### config.mk
export PLATFORM = sky130hd
export DESIGN_NAME = password_lock_param_flat
export DESIGN_NICKNAME = d
export VERILOG_FILES = /design/src/rtl/password_pkg.sv /design/src/rtl/password_lock_param_if.sv /design/src/rtl/seg_hex_glyph.sv /design/src/rtl/password_lock_param.sv /design/src/flat_wrapper.sv
export SDC_FILE = /design/constraint.sdc
export NUM_CORES = 1
export LEC_CHECK = 0
export BUFFER_PORTS_ARGS = -buffer_cell sky130_fd_sc_hd__buf_2
export CAP_MARGIN = 40
export CORE_MARGIN = 3
export CORE_UTILIZATION = 63
export CTS_BUF_LIST = sky130_fd_sc_hd__clkbuf_8
export DETAILED_ROUTE_END_ITERATION = 16
export PLACE_DENSITY = 0.89
export SYNTH_ARGS = -nofsm -noshare
export SYNTH_HDL_FRONTEND = slang
export SYNTH_SLANG_ARGS = --single-unit
### constraint.sdc
create_clock -name clk -period 5.87 [get_ports clk]
set_input_delay 0.2935 -clock clk [delete_from_list [all_inputs] [get_ports clk]]
set_output_delay 0.2935 -clock clk [all_outputs]
set_load 0.03 [all_outputs]
### src/rtl/password_pkg.sv
// Shared types and 7-segment constants for the parametrised code-entry lock.
package password_pkg;

   typedef enum logic [2:0] {
      StIdle    = 3'd0,
      StError   = 3'd1,
      StDone    = 3'd2,
      StLockout = 3'd3,
      StProgram = 3'd4
   } state_e;

   // Active-low segments, bit order gfedcba.
   localparam logic [6:0] Seg0 = 7'b1000000;
   localparam logic [6:0] Seg1 = 7'b1111001;
   localparam logic [6:0] Seg2 = 7'b0100100;
   localparam logic [6:0] Seg3 = 7'b0110000;
   localparam logic [6:0] Seg4 = 7'b0011001;
   localparam logic [6:0] Seg5 = 7'b0010010;
   localparam logic [6:0] Seg6 = 7'b0000010;
   localparam logic [6:0] Seg7 = 7'b1111000;
   localparam logic [6:0] Seg8 = 7'b0000000;
   localparam logic [6:0] Seg9 = 7'b0010000;
   localparam logic [6:0] SegA = 7'b0001000;
   localparam logic [6:0] SegB = 7'b0000011;
   localparam logic [6:0] SegC = 7'b1000110;
   localparam logic [6:0] SegD = 7'b0100001;
   localparam logic [6:0] SegE = 7'b0000110;
   localparam logic [6:0] SegF = 7'b0001110;

   localparam logic [6:0] SegDash  = 7'b0111111;
   localparam logic [6:0] SegBlank = 7'b1111111;
   localparam logic [6:0] SegLowR  = 7'b0101111;
   localparam logic [6:0] SegLowO  = 7'b0100011;
   localparam logic [6:0] SegCapO  = 7'b1000000;
   localparam logic [6:0] SegN     = 7'b1001000;
   localparam logic [6:0] SegL     = 7'b1000111;
   localparam logic [6:0] SegP     = 7'b0001100;
   localparam logic [6:0] SegG     = 7'b0000010;

   function automatic logic [6:0] hex_glyph(input logic [3:0] value);
      logic [6:0] g;
      case (value)
         4'h0: g = Seg0;
         4'h1: g = Seg1;
         4'h2: g = Seg2;
         4'h3: g = Seg3;
         4'h4: g = Seg4;
         4'h5: g = Seg5;
         4'h6: g = Seg6;
         4'h7: g = Seg7;
         4'h8: g = Seg8;
         4'h9: g = Seg9;
         4'hA: g = SegA;
         4'hB: g = SegB;
         4'hC: g = SegC;
         4'hD: g = SegD;
         4'hE: g = SegE;
         default: g = SegF;
      endcase
      return g;
   endfunction

endpackage

### src/rtl/password_lock_param_if.sv
// Key inputs, status and display outputs of the code-entry lock.
interface password_lock_param_if #(
   parameter int unsigned N_SW = 10,
   parameter int unsigned FC_W = 2
);
   logic [N_SW-1:0] sw_pulse;
   logic            prog_en;
   logic            unlocked;
   logic            locked_out;
   logic [FC_W-1:0] fail_count;
   logic [6:0]      HEX0;
   logic [6:0]      HEX1;
   logic [6:0]      HEX2;
   logic [6:0]      HEX3;
   logic [6:0]      HEX4;

   modport master (
      output sw_pulse, prog_en,
      input  unlocked, locked_out, fail_count, HEX0, HEX1, HEX2, HEX3, HEX4
   );

   modport slave (
      input  sw_pulse, prog_en,
      output unlocked, locked_out, fail_count, HEX0, HEX1, HEX2, HEX3, HEX4
   );
endinterface

### src/rtl/seg_hex_glyph.sv
// 4-bit value to active-low hex glyph.
module seg_hex_glyph
   import password_pkg::*;
(
   input  logic [3:0] value_i,
   output logic [6:0] glyph_o
);

   // Pure lookup.
   always_comb begin
      glyph_o = hex_glyph(value_i);
   end

endmodule

### src/rtl/password_lock_param.sv
// Parametrised code-entry lock: reprogrammable code, inter-key timeout,
// failure counter with lockout and a shared hold/lockout/timeout down-counter.
module password_lock_param
   import password_pkg::*;
#(
   parameter int unsigned N_SW           = 10,
   parameter int unsigned CODE_LEN       = 4,
   parameter int unsigned IDX_W          = 4,
   parameter logic [31:0] CODE           = 32'h0000_1258,
   parameter int unsigned HOLD_CYCLES    = 5,
   parameter int unsigned MAX_TRIES      = 3,
   parameter int unsigned LOCKOUT_CYCLES = 20,
   parameter int unsigned TIMEOUT_CYCLES = 50
) (
   input logic                 clk,
   input logic                 rst,
   password_lock_param_if.slave bus
);

   localparam int unsigned FC_W    = $clog2(MAX_TRIES + 1);
   localparam int unsigned CODE_W  = CODE_LEN * IDX_W;
   localparam int unsigned IDXC_W  = $clog2(CODE_LEN) + 1;
   localparam int unsigned MAX_HL  = (HOLD_CYCLES > LOCKOUT_CYCLES) ? HOLD_CYCLES : LOCKOUT_CYCLES;
   localparam int unsigned MAX_CYC = (MAX_HL > TIMEOUT_CYCLES) ? MAX_HL : TIMEOUT_CYCLES;
   localparam int unsigned TMR_W   = $clog2(MAX_CYC) + 1;

   // Timer is loaded with N-1 so that a state lasts exactly N cycles.
   localparam logic [TMR_W-1:0]  HoldLoad    = TMR_W'(HOLD_CYCLES - 1);
   localparam logic [TMR_W-1:0]  LockLoad    = TMR_W'(LOCKOUT_CYCLES - 1);
   localparam logic [TMR_W-1:0]  TimeoutLoad = TMR_W'(TIMEOUT_CYCLES - 1);
   localparam logic [IDXC_W-1:0] IdxLast     = IDXC_W'(CODE_LEN - 1);
   localparam logic [FC_W-1:0]   FailMax     = FC_W'(MAX_TRIES);

   state_e              state_q;
   logic [IDXC_W-1:0]   idx_q;
   logic [TMR_W-1:0]    tmr_q;
   logic [FC_W-1:0]     fail_q;
   logic [CODE_W-1:0]   code_q;

   logic                key_event;
   logic                key_valid;
   logic [IDX_W-1:0]    key_idx;
   logic [IDX_W-1:0]    code_digit;
   logic [FC_W-1:0]     fail_inc;
   logic [3:0]          glyph_val;
   logic [6:0]          glyph;

   // Key decode and selection of the code digit expected next.
   always_comb begin
      key_event  = |bus.sw_pulse;
      key_valid  = $onehot(bus.sw_pulse);
      key_idx    = '0;
      code_digit = '0;
      for (int i = 0; i < int'(N_SW); i++) begin
         if (bus.sw_pulse[i]) key_idx = IDX_W'(i);
      end
      for (int k = 0; k < int'(CODE_LEN); k++) begin
         if (idx_q == IDXC_W'(k)) code_digit = code_q[k*IDX_W +: IDX_W];
      end
      fail_inc = (fail_q == FailMax) ? fail_q : fail_q + 1'b1;
   end

   // Lock FSM with digit index, shared timer, failure count and code store.
   always_ff @(posedge clk or negedge rst) begin
      if (!rst) begin
         state_q <= StIdle;
         idx_q   <= '0;
         tmr_q   <= '0;
         fail_q  <= '0;
         code_q  <= CODE_W'(CODE);
      end else begin
         unique case (state_q)
            StIdle: begin
               if (key_event) begin
                  if (key_valid && (key_idx == code_digit)) begin
                     if (idx_q == IdxLast) begin
                        state_q <= StDone;
                        idx_q   <= '0;
                        tmr_q   <= HoldLoad;
                        fail_q  <= '0;
                     end else begin
                        idx_q <= idx_q + 1'b1;
                        tmr_q <= TimeoutLoad;
                     end
                  end else begin
                     state_q <= StError;
                     idx_q   <= '0;
                     tmr_q   <= HoldLoad;
                     fail_q  <= fail_inc;
                  end
               end else if (idx_q != '0) begin
                  // Inter-key timeout only runs once entry has started.
                  if (tmr_q == '0) begin
                     state_q <= StError;
                     idx_q   <= '0;
                     tmr_q   <= HoldLoad;
                     fail_q  <= fail_inc;
                  end else begin
                     tmr_q <= tmr_q - 1'b1;
                  end
               end
            end
            StError: begin
               if (tmr_q == '0) begin
                  if (fail_q == FailMax) begin
                     state_q <= StLockout;
                     tmr_q   <= LockLoad;
                  end else begin
                     state_q <= StIdle;
                  end
               end else begin
                  tmr_q <= tmr_q - 1'b1;
               end
            end
            StLockout: begin
               if (tmr_q == '0) begin
                  state_q <= StIdle;
                  fail_q  <= '0;
               end else begin
                  tmr_q <= tmr_q - 1'b1;
               end
            end
            StDone: begin
               // Programming request wins over hold expiry.
               if (bus.prog_en) begin
                  state_q <= StProgram;
                  idx_q   <= '0;
               end else if (tmr_q == '0) begin
                  state_q <= StIdle;
               end else begin
                  tmr_q <= tmr_q - 1'b1;
               end
            end
            StProgram: begin
               if (key_valid) begin
                  for (int k = 0; k < int'(CODE_LEN); k++) begin
                     if (idx_q == IDXC_W'(k)) code_q[k*IDX_W +: IDX_W] <= key_idx;
                  end
                  if (idx_q == IdxLast) begin
                     state_q <= StIdle;
                     idx_q   <= '0;
                  end else begin
                     idx_q <= idx_q + 1'b1;
                  end
               end
            end
            default: begin
               state_q <= StIdle;
               idx_q   <= '0;
               tmr_q   <= '0;
            end
         endcase
      end
   end

   // Rightmost digit shows the failure count in lockout, otherwise the index.
   always_comb begin
      glyph_val = (state_q == StLockout) ? 4'(fail_q) : 4'(idx_q);
   end

   seg_hex_glyph u_glyph (
      .value_i (glyph_val),
      .glyph_o (glyph)
   );

   // Status and display decode from registered state only.
   always_comb begin
      bus.unlocked   = (state_q == StDone);
      bus.locked_out = (state_q == StLockout);
      bus.fail_count = fail_q;
      bus.HEX4       = SegDash;
      bus.HEX3       = SegDash;
      bus.HEX2       = SegDash;
      bus.HEX1       = SegDash;
      bus.HEX0       = glyph;
      unique case (state_q)
         StError: begin
            bus.HEX4 = SegE;
            bus.HEX3 = SegLowR;
            bus.HEX2 = SegLowR;
            bus.HEX1 = SegLowO;
            bus.HEX0 = SegLowR;
         end
         StDone: begin
            bus.HEX4 = SegBlank;
            bus.HEX3 = SegD;
            bus.HEX2 = SegCapO;
            bus.HEX1 = SegN;
            bus.HEX0 = SegE;
         end
         StLockout: begin
            bus.HEX4 = SegL;
            bus.HEX3 = SegCapO;
            bus.HEX2 = SegC;
            bus.HEX1 = SegBlank;
         end
         StProgram: begin
            bus.HEX4 = SegP;
            bus.HEX3 = SegLowR;
            bus.HEX2 = SegCapO;
            bus.HEX1 = SegG;
         end
         default: ;
      endcase
   end

endmodule

### src/flat_wrapper.sv
// flat-port wrapper written by rule: the top's interface ports become plain ports
module password_lock_param_flat import password_pkg::*;
#(
   parameter int unsigned N_SW           = 10,
   parameter int unsigned CODE_LEN       = 4,
   parameter int unsigned IDX_W          = 4,
   parameter logic [31:0] CODE           = 32'h0000_1258,
   parameter int unsigned HOLD_CYCLES    = 5,
   parameter int unsigned MAX_TRIES      = 3,
   parameter int unsigned LOCKOUT_CYCLES = 20,
   parameter int unsigned TIMEOUT_CYCLES = 50
)
  (clk, rst, bus_sw_pulse, bus_prog_en, bus_unlocked, bus_locked_out, bus_fail_count, bus_HEX0, bus_HEX1, bus_HEX2, bus_HEX3, bus_HEX4);
  password_lock_param_if #(.N_SW(N_SW), .FC_W(2)) bus_i ();
  input logic clk;
  input logic rst;
  input wire logic [$bits(bus_i.sw_pulse)-1:0] bus_sw_pulse;
  input wire logic [$bits(bus_i.prog_en)-1:0] bus_prog_en;
  output wire logic [$bits(bus_i.unlocked)-1:0] bus_unlocked;
  output wire logic [$bits(bus_i.locked_out)-1:0] bus_locked_out;
  output wire logic [$bits(bus_i.fail_count)-1:0] bus_fail_count;
  output wire logic [$bits(bus_i.HEX0)-1:0] bus_HEX0;
  output wire logic [$bits(bus_i.HEX1)-1:0] bus_HEX1;
  output wire logic [$bits(bus_i.HEX2)-1:0] bus_HEX2;
  output wire logic [$bits(bus_i.HEX3)-1:0] bus_HEX3;
  output wire logic [$bits(bus_i.HEX4)-1:0] bus_HEX4;
  assign bus_i.sw_pulse = bus_sw_pulse;
  assign bus_i.prog_en = bus_prog_en;
  assign bus_unlocked = bus_i.unlocked;
  assign bus_locked_out = bus_i.locked_out;
  assign bus_fail_count = bus_i.fail_count;
  assign bus_HEX0 = bus_i.HEX0;
  assign bus_HEX1 = bus_i.HEX1;
  assign bus_HEX2 = bus_i.HEX2;
  assign bus_HEX3 = bus_i.HEX3;
  assign bus_HEX4 = bus_i.HEX4;
  password_lock_param #(.N_SW(N_SW), .CODE_LEN(CODE_LEN), .IDX_W(IDX_W), .CODE(CODE), .HOLD_CYCLES(HOLD_CYCLES), .MAX_TRIES(MAX_TRIES), .LOCKOUT_CYCLES(LOCKOUT_CYCLES), .TIMEOUT_CYCLES(TIMEOUT_CYCLES)) u_core (.clk(clk), .rst(rst), .bus(bus_i));
endmodule
==> reports/results.ini, run 1 <==
[global_routing]
grt_pass1_wl_um=11000
grtUsageMet1_pct=36.2
grt_max_degree=32
busiest_layer=met2
grtUsageTotal_pct=26.0
grt_overflow=0
first_global_vias=2320
use_met2_pct=41.5
met3_usage_pct=3.83
antenna_found_initial=0

[yosys]
syn_avg_cell_area_um2=8.24
syn_inst=347
synth_top_cell_area_share_pct=22.8
synthAdderAreaFrac_pct=15.1
synth_mux_area_share_pct=5.03
synth_compound_area_share_pct=20.7
yosys_register_bits=31
synth_top_family_by_area=compound AO/OA/AOI/OAI gates
ys_async_sr_fraction_pct=100
yosysTopAreaCell=dfrtp_1
synthSimpleGateAreaFrac_pct=19.3
yosys.area_share.xor_xnor_pct=1.84
netlist_area_mm2=0.00286
synthFlopType=dfrtp_1
syn-num-nets=391
synthTopCellsByArea=dfrtp_1, ha_1, o21ai_0
seq_area_frac_synth_pct=27.4
synth_edf_count=0
synth.distinct_cells=56
synth_warnings=0

[routing]
vias=2593
wl_um=6570
drt_iter0_markers=215
drt_first_pass_iters=5
drc=0
drtAntennaViolNets=0
viasPerCell=6.03
post_drt_wl_per_cell_um=15.3

[sta]
slew_headroom_pct=53.4
max_freq_mhz=260
finalCriticalPeriod_ns=3.85
setup_viol=0
grt_setup_unrepaired=no
final_max_slew_viol_count=0
fin_worst_skew_ns=0.0141
post-route-period-util_pct=65.6
final.setup.tns_ns=0
hold_violations=0
tightest_slew_ns=0.699
setup_ws_ns=2.02

[setup_path]
crit_type=in -> reg
crit_required_ns=6.04
critical_path.startpoint_type=input pin
cp_slowest_stage_delay_ns=0.49
cp.arrival_ns=4.02
slowest_stage=fa_1
path_max_fanout=6
path_common_cell=fa_1
end_kind=flop
path_cells=buf_2, inv_1, ha_1, inv_1, fa_1, fa_1, fa_1, fa_1, nor4b_1, o211ai_1, nor4_4, nand2_1, o41ai_1

[die]
die_w_um=73.4
die_h_um=73.4
rows=23
io_pins=52
start_util_pct=68.5
die_area_mm2=0.00538
core-area_mm2=0.00417

[power]
ir_worst_vdd_uv=133
finalPower_uw=477
p_leak_uw=0.00155
p_per_area_mw_per_mm2=153

[cts]
cts_hold_buf=0
root_buffer=clkbuf_8
cts_max_level=2
clockBufferDepth=2
clk_latency_ns=0.30
cts_setup_buffers=0
clk_pin_slew_ns=0.08
cts_buffers=5
tritoncts=built
cts_resized=0
cts.sinks=31

[cells_and_area]
drive_gt1_share_pct=21.6
design_area_mm2=0.00312
area_growth_pct=9.02
n_antenna_cell=0
final_nets=423

[place]
gp_congestion=0.862
port_buffers=50
place_area_mm2=0.00303
pre_cts_ws_ns=1.74
dpl.hpwl_um=5010

[worst_hold_path]
holdCritPathClass=in -> async

[run_status]
outcome=finished, final reports clean

[job]
drv_cap=0

-- cells by family after synthesis --
group / count (synthesis)
buffers and inverters: 65
flip-flops: 31
AO/OA/AOI/OAI: 93
other: 1
XOR/XNOR: 6
multiplexers: 13
AND/OR/NAND/NOR: 107
adder cells (fa/ha/maj): 31
-- routing by layer --
metal | vias to the layer above | wire (µm)
li1 | 1245 | -
met1 | 1235 | 2930
met2 | 101 | 3150
met3 | 12 | 368
met4 | 0 | 121
met5 | - | 0
-- area by class of cell --
class | count | area [µm²]
Clock inverter | 2 | 8.76
Inverter | 38 | 143
Timing Repair Buffer | 52 | 260
Fill cell | 303 | 1060
Tap cell | 50 | 62.6
Clock buffer | 6 | 82.6
Sequential cell | 31 | 782
Multi-Input combinational cell | 251 | 1780
-- registers in the layout (all words and copies together), names as in the netlist --
register               flops
u_core.code_q             16
u_core.tmr_q               7
u_core.idx_q               3
u_core.state_q             3
u_core.bus.fail_count      2
-- worst max-delay path: cells and delay by family --
kind	cells	cell delay, ns
AOI/OAI and AO/OA	2	0.64
adders and majority gates	5	2.08
buffers and inverters	3	0.24
and+or+nand+nor	3	0.77
-- synth_stat cells (all sizes together) (5+ instances only) --
library cell,instances
inv,38
buf,16
fa,6
ha,25
nor2b,11
a211oi,5
nor3,6
clkbuf,11
nor2,25
mux2,11
dfstp,5
xor2,5
nand3,7
o21ai,32
nand2,32
a21oi,22
dfrtp,26
-- power by group --
part / internal, µW / total [µW] / switching, µW
Combinational: 33.8 / 85.5 / 51.6
Sequential: 214 / 214 / 0.228
Clock: 92.8 / 178 / 84.9
-- placed cells by master, fill, tap and decap left out, drive strengths merged, types with 2 or more instances in the layout --
cell     instances
a22oi            2
xor2             5
buf             52
a211oi           5
a21boi           2
clkbuf           6
or3              2
nand3            7
a21o             3
fa               6
dfrtp           26
nor2b           11
nor2            25
mux2i            2
nand2b           2
a31oi            4
mux2            11
nand3b           3
nor3b            3
o31ai            4
nor3             6
a2111oi          2
a221oi           2
a21oi           22
and3b            2
dfstp            5
and2             4
nor4             4
o21ai           32
inv             39
ha              25
nand2           32
o211ai           4
and3             4
-- through the flow --
stage	instances	utilization, %	hold WS [ns]
5_1_grt	430	74.7	0.0973
2_1_floorplan	347	-	-0.00209
3_5_place_dp	422	72.5	0.381
4_1_cts	430	74.7	0.0635
6_report	430	74.7	0.0397
3_3_place_gp	420	72.3	0.374
-- path summary, 6_finish.rpt --
kind,startpoint,endpoint,slack [ns],depth (start not counted)
max,bus_sw_pulse[2],u_core.idx_q[2],2.02,13
min,rst,u_core.code_q[13],0.04,1
max reg2reg,u_core.idx_q[0],u_core.idx_q[2],2.98,7
min reg2reg,u_core.code_q[12],u_core.code_q[12],0.49,2
max in group asynchronous,rst,u_core.idx_q[0],5.37,1
min in group clk,bus_prog_en,u_core.state_q[2],0.22,3
No activity file was read; power rests on OpenSTA's default activity.
==> inputs of run 2 (changes only) <==
--- a/config.mk
+++ b/config.mk
@@ -8,10 +8,10 @@
 export BUFFER_PORTS_ARGS = -buffer_cell sky130_fd_sc_hd__buf_2
 export CAP_MARGIN = 40
 export CORE_MARGIN = 3
-export CORE_UTILIZATION = 63
+export CORE_UTILIZATION = 53
 export CTS_BUF_LIST = sky130_fd_sc_hd__clkbuf_8
 export DETAILED_ROUTE_END_ITERATION = 16
-export PLACE_DENSITY = 0.89
+export PLACE_DENSITY = 0.79
 export SYNTH_ARGS = -nofsm -noshare
 export SYNTH_HDL_FRONTEND = slang
 export SYNTH_SLANG_ARGS = --single-unit
==> constraint.sdc (replaced) <==
create_clock -name clk -period 3.1 [get_ports clk]
set_input_delay 0.155 -clock clk [delete_from_list [all_inputs] [get_ports clk]]
set_output_delay 0.155 -clock clk [all_outputs]
set_load 0.03 [all_outputs]
==> run 2 against run 1 <==
Compared with the run above: the run now ends with setup timing left; hold slack improved by 0.061 ns; clock skew decreased by 0.0013 ns; cell area increased by 16%; critical path depth increased by 2; die area increased by 17%; sequential cell count unchanged; cell count increased by 12%; non-clock buffer count increased by 30; sequential power increased by 89%; largest power group unchanged.
==> reports/results.ini, run 2 (synthesis results as in run 1) <==
[global_routing]
antenna_found_initial=0  ; unchanged
first_global_vias=2579  ; +11%
grtUsageTotal_pct=24.6  ; -1.4 points
grt_pass1_wl_um=12200  ; +12%
grt_overflow=0  ; unchanged
grt_max_degree=32  ; unchanged

[routing]
drt_first_pass_iters=5  ; unchanged
vias=2770  ; +6.8%
post_drt_wl_per_cell_um=16.2  ; +5.7%
wl_um=7760  ; +18%
drc=0  ; unchanged
viasPerCell=5.77  ; -4.3%
drtAntennaViolNets=0  ; unchanged
drt_iter0_markers=186  ; -13%

[setup_path]
cp_slowest_stage_delay_ns=0.54  ; +0.05 ns
crit_type=in -> reg
rr_endpoint=u_core.state_q[1]
r2r_setup_slack_ns=0.18  ; -2.80 ns
endpoint=u_core.code_q[0]
end_kind=flop
startpoint=bus_sw_pulse[1]
path_max_fanout=5  ; -1
crit_required_ns=3.26  ; -2.78 ns
cp.arrival_ns=3.66  ; -0.36 ns
slowest_stage=fa_1
rr_worst_depth=9  ; +2
r2r-start=u_core.idx_q[0]
path_cells=buf_8, inv_6, ha_4, inv_2, fa_1, fa_1, fa_2, fa_2, nor4b_4, o211ai_1, buf_4, buf_4, nor2_4, nand2_4, mux2_4
critical_path.startpoint_type=input pin

[cells_and_area]
top_register=u_core.code_q
layout_common_cells=buf_2, inv_1, buf_4, nand2_1, dfrtp_1
drive_gt1_share_pct=34.9  ; +13 points
reg_top3=u_core.code_q: 16 flops, u_core.tmr_q: 7 flops
nFillCells=408  ; +35%
largest_reg_flops=16  ; unchanged
final_nets=453  ; +7.1%
n_antenna_cell=0  ; unchanged
final_common_cell=buf_2
area_growth_pct=26.0

[run_status]
violations=setup timing
outcome=finished, violations left

[cts]
cts_max_level=2  ; unchanged
clockBufferDepth=2  ; unchanged
cts.sinks=31  ; unchanged
clk_pin_slew_ns=0.07  ; about the same
root_buffer=clkbuf_8
cts_buffers=5  ; unchanged
clk_latency_ns=0.29  ; about the same
tritoncts=built

[die]
core-area_mm2=0.00517  ; +24%
die_area_mm2=0.00631  ; +17%
die_h_um=79.4  ; +8.3%
start_util_pct=55.3  ; -13 points
io_pins=52  ; unchanged
rows=26  ; +13%
die_w_um=79.4  ; +8.3%

[power]
finalPower_uw=968  ; +100%
p_leak_uw=0.00178  ; +14%
p_per_area_mw_per_mm2=269  ; +75%
ir_worst_vdd_uv=221  ; +66%

[place]
port_buffers=50  ; unchanged
gp_congestion=0.921  ; +6.8%
pre_cts_ws_ns=-0.715  ; -2.45 ns
dpl.hpwl_um=5590  ; +12%

[sta]
post-route-period-util_pct=113
hold_violations=0  ; unchanged
max_freq_mhz=286
tightest_slew_ns=0.744  ; +0.0450 ns
grt_setup_unrepaired=yes
setup_ws_ns=-0.398  ; -2.42 ns
holdWs_ns=0.101  ; +0.0610 ns
setup_viol=27  ; +27
finalCriticalPeriod_ns=3.50
fin_worst_skew_ns=0.0128  ; -0.00126 ns
slew_headroom_pct=49.1  ; -4.3 points
final_max_slew_viol_count=0  ; unchanged

[worst_hold_path]
holdCritPathClass=in -> reg

[job]
drv_cap=0  ; unchanged

-- run 2: changes by cell type in the layout (fill, tap and decap cells not counted), moves of 5 or more --
cell / previous run / this run
buf_4: 0 / 29
inv_2: 0 / 5
o21ai_1: 0 / 6
nand2_1: 32 / 26
inv_1: 39 / 33
mux2_2: 11 / 4
o21ai_0: 32 / 22
mux2_4: 0 / 7
buf_2: 52 / 46
-- run 2: worst max-delay path, delay by kind of cell --
| family | cells | cell delay, ns |
|---|---|---|
| muxes | 1 | 0.31 |
| and+or+nand+nor | 3 | 0.58 |
| AOI/OAI and AO/OA | 1 | 0.16 |
| buffers and inverters | 5 | 0.46 |
| adders and majority gates | 5 | 1.99 |
-- run 2: worst min-delay path by stage --
| stage | slack (ns) | from | depth (start not counted) | endpoint |
|---|---|---|---|---|
| after floorplan | -0.14 | rst | 0 | u_core.bus.fail_count[0] |
| after global placement | 0.25 | rst | 1 | u_core.code_q[15] |
| after detailed placement | 0.25 | rst | 1 | u_core.code_q[15] |
| after CTS | 0.10 | bus_prog_en | 3 | u_core.state_q[2] |
| after global routing | 0.10 | bus_prog_en | 3 | u_core.state_q[2] |
| final | 0.10 | bus_prog_en | 3 | u_core.state_q[2] |
-- run 2: final cells by class --
type	instances	area, µm²	area share [%]
clock buffer	5	68.8	1.91
clock inverter	3	11.3	0.313
inverter	38	158	4.38
multi-input combinational	251	1960	54.5
sequential	31	782	21.7
tap	70	87.6	2.43
timing repair buffer	82	533	14.8
-- run 2: per-stage QoR --
step | util (%) | std cells | area [µm²] | TNS [ns]
3_5_place_dp | 64.3 | 467 | 3330 | -16.84
2_1_floorplan | - | 347 | 2940 | -5.70
5_1_grt | 69.6 | 480 | 3600 | -10.42
6_report | 69.6 | 480 | 3600 | -8.37
4_1_cts | 68.4 | 478 | 3540 | -5.38
3_3_place_gp | 64.3 | 467 | 3330 | -12.81
-- run 2: power by group --
part | switching, µW | total (µW) | internal [µW]
logic | 136 | 263 | 127
clock network | 150 | 299 | 149
registers | 0.0396 | 405 | 405
total | 286 | 968 | 682
-- run 2: routing by layer --
metal | global-route usage, % | share of wire, % | up-vias
li1 | - | - | 1309
met1 | 31.2 | 40 | 1325
met2 | 41.7 | 51 | 110
met3 | 4.18 | 5.7 | 26
met4 | 9.11 | 2.8 | 0
met5 | 0 | 0 | -
-- run 2: repair_timing --
| action | in CTS | in global routing |
|---|---|---|
| resized for setup | 26 | 13 |
| hold endpoints to repair | 26 | 0 |
| setup buffers | 2 | 2 |
| endpoints found under the setup margin | 28 | 27 |
| pin swaps | 3 | 2 |
| hold buffers | 1 | 0 |
